File: src/rtl/bitty_pkg.sv
// Shared types and constants for the bitty instruction sequencer.
package bitty_pkg;

  localparam int INSTR_W = 16;
  localparam logic [INSTR_W-1:0] HALT_OPCODE = 16'hFFFF;

  typedef enum logic [3:0] {
    ST_IDLE,
    ST_FETCH,
    ST_LATCH,
    ST_ISSUE_I,
    ST_ISSUE_S,
    ST_ISSUE_C,
    ST_WAIT_DONE,
    ST_ADVANCE,
    ST_PAUSE,
    ST_HALT
  } state_t;

  function automatic logic is_busy(input state_t s);
    return !(s inside {ST_IDLE, ST_PAUSE, ST_HALT});
  endfunction

endpackage

File: src/rtl/bitty_sequencer_if.sv
// Instruction-memory and control-unit handshake between the sequencer and its neighbours.
interface bitty_sequencer_if #(parameter int ADDR_W = 8);
  import bitty_pkg::*;

  logic [ADDR_W-1:0]  imem_addr;
  logic [INSTR_W-1:0] imem_data;
  logic [INSTR_W-1:0] instruction;
  logic               en_i;
  logic               en_s;
  logic               en_c;
  logic               cu_done;

  modport master (
    output imem_addr, instruction, en_i, en_s, en_c,
    input  imem_data, cu_done
  );

  modport slave (
    input  imem_addr, instruction, en_i, en_s, en_c,
    output imem_data, cu_done
  );

endinterface

File: src/rtl/bitty_sequencer.sv
// Fetch / issue / wait sequencer driving a three-phase control unit from a
// registered-read instruction memory, with a watchdog on the completion wait.
//
// state      | meaning
// -----------+-----------------------------------------------------------
// IDLE       | after reset, waiting for start
// FETCH      | imem_addr = pc presented to memory
// LATCH      | imem_data valid; halt opcode or capture instruction
// ISSUE_I    | en_i pulse (held off by stall)
// ISSUE_S    | en_s pulse (held off by stall)
// ISSUE_C    | en_c pulse (held off by stall), arms watchdog
// WAIT_DONE  | waiting for cu_done, watchdog counting down
// ADVANCE    | pc step or end-of-memory halt
// PAUSE      | single-step stop, start resumes at current pc
// HALT       | program end or timeout, start restarts from pc 0
module bitty_sequencer
  import bitty_pkg::*;
#(
  parameter int ADDR_W  = 8,
  parameter int TIMEOUT = 15
) (
  input  logic                clk,
  input  logic                reset,
  input  logic                start,
  input  logic                step_mode,
  input  logic                stall,
  bitty_sequencer_if.master   bus,
  output logic [ADDR_W-1:0]   pc,
  output logic                busy,
  output logic                halted,
  output logic                error,
  output logic [15:0]         instr_count
);

  localparam int WD_W = $clog2(TIMEOUT + 1);
  localparam logic [ADDR_W-1:0] PC_MAX  = '1;
  localparam logic [WD_W-1:0]   WD_LOAD = WD_W'(TIMEOUT - 1);

  state_t             r_state, w_state_nxt;
  logic [ADDR_W-1:0]  r_pc, w_pc_nxt;
  logic [INSTR_W-1:0] r_instr, w_instr_nxt;
  logic [15:0]        r_count, w_count_nxt;
  logic               r_error, w_error_nxt;
  logic [WD_W-1:0]    r_wd, w_wd_nxt;
  logic               w_en_i, w_en_s, w_en_c;

  always_ff @(posedge clk or posedge reset) begin
    if (reset) begin
      r_state <= ST_IDLE;
      r_pc    <= '0;
      r_instr <= '0;
      r_count <= '0;
      r_error <= 1'b0;
      r_wd    <= '0;
    end else begin
      r_state <= w_state_nxt;
      r_pc    <= w_pc_nxt;
      r_instr <= w_instr_nxt;
      r_count <= w_count_nxt;
      r_error <= w_error_nxt;
      r_wd    <= w_wd_nxt;
    end
  end

  always_comb begin
    w_state_nxt = r_state;
    w_pc_nxt    = r_pc;
    w_instr_nxt = r_instr;
    w_count_nxt = r_count;
    w_error_nxt = r_error;
    w_wd_nxt    = r_wd;
    w_en_i      = 1'b0;
    w_en_s      = 1'b0;
    w_en_c      = 1'b0;
    case (r_state)
      ST_IDLE: begin
        if (start) begin
          w_state_nxt = ST_FETCH;
          w_pc_nxt    = '0;
          w_count_nxt = '0;
        end
      end
      ST_FETCH: w_state_nxt = ST_LATCH;
      ST_LATCH: begin
        if (bus.imem_data == HALT_OPCODE) begin
          w_state_nxt = ST_HALT;
        end else begin
          w_instr_nxt = bus.imem_data;
          w_state_nxt = ST_ISSUE_I;
        end
      end
      ST_ISSUE_I: begin
        if (!stall) begin
          w_en_i      = 1'b1;
          w_state_nxt = ST_ISSUE_S;
        end
      end
      ST_ISSUE_S: begin
        if (!stall) begin
          w_en_s      = 1'b1;
          w_state_nxt = ST_ISSUE_C;
        end
      end
      ST_ISSUE_C: begin
        if (!stall) begin
          w_en_c      = 1'b1;
          w_state_nxt = ST_WAIT_DONE;
          w_wd_nxt    = WD_LOAD;
        end
      end
      // cu_done wins even on the watchdog's terminal cycle
      ST_WAIT_DONE: begin
        if (bus.cu_done) begin
          w_count_nxt = (r_count == 16'hFFFF) ? r_count : r_count + 16'd1;
          w_state_nxt = ST_ADVANCE;
        end else if (r_wd == '0) begin
          w_error_nxt = 1'b1;
          w_state_nxt = ST_HALT;
        end else begin
          w_wd_nxt = r_wd - 1'b1;
        end
      end
      ST_ADVANCE: begin
        if (r_pc == PC_MAX) begin
          w_state_nxt = ST_HALT;
        end else begin
          w_pc_nxt    = r_pc + 1'b1;
          w_state_nxt = step_mode ? ST_PAUSE : ST_FETCH;
        end
      end
      ST_PAUSE: begin
        if (start) w_state_nxt = ST_FETCH;
      end
      ST_HALT: begin
        if (start) begin
          w_pc_nxt    = '0;
          w_count_nxt = '0;
          w_error_nxt = 1'b0;
          w_state_nxt = ST_FETCH;
        end
      end
      default: w_state_nxt = ST_IDLE;
    endcase
  end

  assign bus.imem_addr   = r_pc;
  assign bus.instruction = r_instr;
  assign bus.en_i        = w_en_i;
  assign bus.en_s        = w_en_s;
  assign bus.en_c        = w_en_c;

  assign pc          = r_pc;
  assign busy        = is_busy(r_state);
  assign halted      = (r_state == ST_HALT);
  assign error       = r_error;
  assign instr_count = r_count;

endmodule

File: src/flat_wrapper.sv
// flat-port wrapper written by rule: the top's interface ports become plain ports
module bitty_sequencer_flat import bitty_pkg::*;
#(
  parameter int ADDR_W  = 8,
  parameter int TIMEOUT = 15
)
  (clk, reset, start, step_mode, stall, pc, busy, halted, error, instr_count, bus_imem_addr, bus_instruction, bus_en_i, bus_en_s, bus_en_c, bus_imem_data, bus_cu_done);
  bitty_sequencer_if #(.ADDR_W(ADDR_W)) bus_i ();
  input  logic clk;
  input  logic reset;
  input  logic start;
  input  logic step_mode;
  input  logic stall;
  output logic [ADDR_W-1:0] pc;
  output logic busy;
  output logic halted;
  output logic error;
  output logic [15:0] instr_count;
  output wire logic [$bits(bus_i.imem_addr)-1:0] bus_imem_addr;
  output wire logic [$bits(bus_i.instruction)-1:0] bus_instruction;
  output wire logic [$bits(bus_i.en_i)-1:0] bus_en_i;
  output wire logic [$bits(bus_i.en_s)-1:0] bus_en_s;
  output wire logic [$bits(bus_i.en_c)-1:0] bus_en_c;
  input wire logic [$bits(bus_i.imem_data)-1:0] bus_imem_data;
  input wire logic [$bits(bus_i.cu_done)-1:0] bus_cu_done;
  assign bus_imem_addr = bus_i.imem_addr;
  assign bus_instruction = bus_i.instruction;
  assign bus_en_i = bus_i.en_i;
  assign bus_en_s = bus_i.en_s;
  assign bus_en_c = bus_i.en_c;
  assign bus_i.imem_data = bus_imem_data;
  assign bus_i.cu_done = bus_cu_done;
  bitty_sequencer #(.ADDR_W(ADDR_W), .TIMEOUT(TIMEOUT)) u_core (.clk(clk), .reset(reset), .start(start), .step_mode(step_mode), .stall(stall), .bus(bus_i), .pc(pc), .busy(busy), .halted(halted), .error(error), .instr_count(instr_count));
endmodule
File: config.mk
export PLATFORM = sky130hd
export DESIGN_NAME = bitty_sequencer_flat
export DESIGN_NICKNAME = d
export VERILOG_FILES = /design/src/rtl/bitty_pkg.sv /design/src/rtl/bitty_sequencer_if.sv /design/src/rtl/bitty_sequencer.sv /design/src/flat_wrapper.sv
export SDC_FILE = /design/constraint.sdc
export NUM_CORES = 1
export LEC_CHECK = 0
export ABC_AREA = 1
export CAP_MARGIN = 10
export CORE_UTILIZATION = 34
export CTS_CLUSTER_SIZE = 24
export DETAILED_ROUTE_END_ITERATION = 10
export SETUP_SLACK_MARGIN = 0.1
export SYNTH_ARGS = -nofsm -noshare
export SYNTH_HDL_FRONTEND = slang
export SYNTH_SLANG_ARGS = --single-unit
File: constraint.sdc
create_clock -name clk -period 5 [get_ports clk]
set_clock_uncertainty 0.15 [all_clocks]
set_input_delay 1 -clock clk [delete_from_list [all_inputs] [get_ports clk]]
set_output_delay 1 -clock clk [all_outputs]
set_load 0.03 [all_outputs]
==> flow_summary.json <==
{
  "clk_pin_slew_ps": 80,
  "synth_area_um2": 2940,
  "cts_tree": "done",
  "finalSetupViolCount": 0,
  "setup_tns_ps": 0,
  "ys_types": 29,
  "slowest_stage": "clkdlybuf4s50_1",
  "dieArea_um2": 9010,
  "crit_path_frequent_cell": "clkdlybuf4s50_1",
  "yosysMostFrequentCell": "nand2_1",
  "cp-start-kind": "input pin",
  "synth_top_cell_area_share_pct": 41.8,
  "rsz0062_at_grt": "no",
  "synth_edf_count": 0,
  "yosys-top-cells-area": "dfrtp_1 42%, nand2_1 18%, inv_1 6.5%",
  "clock_latency_ps": 300,
  "maxSlewHeadroom_pct": 25.7,
  "core.rowCount": 33,
  "ys_seq_area_share_pct": 41.8,
  "period_share_pct": 70.0,
  "initial_core_util_pct": 35.4,
  "yosysWarnings": 0,
  "endpoint_kind": "output pin",
  "routabilityCongestion": 0.809,
  "clock_path_buffers": 2,
  "drv_slew": 0,
  "yosys.area.top_type": "dfrtp_1",
  "finalWirelength_um": 6620,
  "drt_iter0_drc": 107,
  "worst_pin_slew_ps": 1110,
  "drtAntennaViolNets": 0,
  "postCtsSetupBuffers": 0,
  "cp_max_fo": 5,
  "p_per_area_nw_per_um2": 497,
  "irDropWorstVdd_uv": 247,
  "detailed_place_hpwl_um": 4930,
  "status": "finished, final reports clean",
  "worst_ep_arrival_time_ps": 2350,
  "via_per_inst": 4.66,
  "ios": 76,
  "ctsResizeCount": 0,
  "cts_sinks": 49,
  "die_h_um": 94.9,
  "antennaDiodeCount": 0,
  "core_area_um2": 8300,
  "drt_pre_antenna_iters": 4,
  "syn2layout_area_growth_pct": 29.1,
  "criticalPathCategory": "input pin to output pin",
  "worstPathRequired_ps": 3850,
  "pre_cts_ws_ps": 1480,
  "numCtsBuffers": 5,
  "cap_violations": 0,
  "hold_violations": 0,
  "grt_pass1_wl_um": 11300,
  "fmaxAchievable_mhz": 286,
  "ys_top_cells_by_count": "141 x nand2_1, 51 x inv_1, 49 x dfrtp_1",
  "worst_slack_ps": 1500,
  "num-fill-cells": 869,
  "grt_pass1_vias": 2535,
  "cts_hold_buf": 0,
  "io_buffer_count": 75,
  "syn_nets": 439,
  "gr-total-overflow": 0,
  "grt_antenna_before_repair": 0,
  "min_path_type": "flop to flop",
  "grt_start_max_net_pins": 50,
  "drcViolationCount": 0,
  "async_flop_share_pct": 100,
  "period_minus_slack_ps": 3500,
  "via_count": 2737,
  "dieWidth_um": 94.9,
  "crit_chain": "clkdlybuf4s50_1 > nor2_1 > clkdlybuf4s50_1",
  "ys.flop_type": "dfrtp_1",
  "slowest_delay_ps": 680,
  "htree_levels": 2,
  "leakagePower_nw": 1.81,
  "routedWlPerCell_um": 11.3,
  "syn-instance-count": 414,
  "synth_seq_cells": 49,
  "drive_above_1_share_pct": 4.98,
  "avgSynthCellArea_um2": 7.09,
  "total_power_w": 0.00188,
  "nets": 506,
  "grt_util_all_layers_pct": 15.9,
  "root_buffer": "clkbuf_8"
}
==> cell type report <==
cell class              instances  area (um^2)  area share, %
clock buffers                   7         76.3           2.01
clock inverters                 1         7.51          0.198
well taps                     105          131           3.47
flip-flops and latches         49         1230           32.4
multi-input cells             297         1400           36.9
inverters                      53          199           5.25
repair buffers                 75          751           19.8
==> per-layer routing <==
metal	wire [um]	track usage, %	vias up	part of all wire, %
met3	451	3.86	7	6.8
met4	70	4.80	0	1.1
met2	2960	26.0	78	45
li1	-	-	1425	-
met5	0	0	-	0
met1	3140	20.8	1227	47
==> stage by stage <==
step / std cells / area, um^2 / hold WS [ps] / util, %
floorplan: 414 / 2940 / 313 / -
CTS: 587 / 3790 / 352 / 45.7
detailed placement: 579 / 3710 / 327 / 44.7
finish: 587 / 3790 / 348 / 45.7
global route: 587 / 3790 / 362 / 45.7
global placement: 579 / 3710 / 316 / 44.7
==> where the power goes <==
group | switching, W | leakage [nW] | internal [W]
clock | 0.000133 | 0.0385 | 0.0000993
combinational | 0.000646 | 1.13 | 0.000371
sequential | 0.000113 | 0.640 | 0.000521
total | 0.000893 | 1.81 | 0.000992
==> worst max-delay path: cells and delay by family <==
kind	cells	cell delay (ps)
and+or+nand+nor	1	170
buffers and inverters	2	1170
==> cell usage in the layout, fill, tap and decap left out, types with 2 or more instances in the layout <==
cell / n
a21oi_1: 2
clkbuf_1: 2
clkbuf_8: 5
clkdlybuf4s50_1: 75
dfrtp_1: 49
ha_1: 3
inv_1: 50
inv_2: 3
nand2_1: 141
nand2_2: 3
nand3_1: 23
nand4_1: 7
nor2_1: 47
nor3_1: 8
o21ai_0: 28
o21ai_1: 6
o21ai_2: 6
o21bai_1: 5
or2_2: 2
xnor2_1: 3
xor2_1: 6
==> state kept, by name, indices dropped and copies added, names as in the netlist <==
name and cells:
u_core.bus.instruction 16, u_core.instr_count 16, u_core.bus.imem_addr 8, u_core.r_state 4, u_core.r_wd 4, u_core.error 1
==> path summary, 6_finish.rpt <==
check / startpoint / end / slack (ps) / cells after the start
setup / recovery: stall / bus_en_s / 1500 / 3
hold / removal: u_core.bus.instruction[5] / u_core.bus.instruction[5] / 350 / 2
setup reg to reg: u_core.instr_count[0] / u_core.instr_count[5] / 2910 / 8
hold reg to reg: u_core.bus.instruction[5] / u_core.bus.instruction[5] / 350 / 2
max in group asynchronous: reset / u_core.bus.imem_addr[2] / 2930 / 2
min in group asynchronous: reset / u_core.bus.instruction[9] / 1110 / 2
==> kinds of logic after synthesis <==
family	Yosys count	synth area share, %
AOI/OAI and AO/OA	49	9.54
xor gates and xnor gates	9	2.68
adders and majority gates	3	1.28
buffers and inverters	68	10.7
DFF	49	41.8
and+or+nand+nor	236	34.0
(Power assumes the default switching activity.)
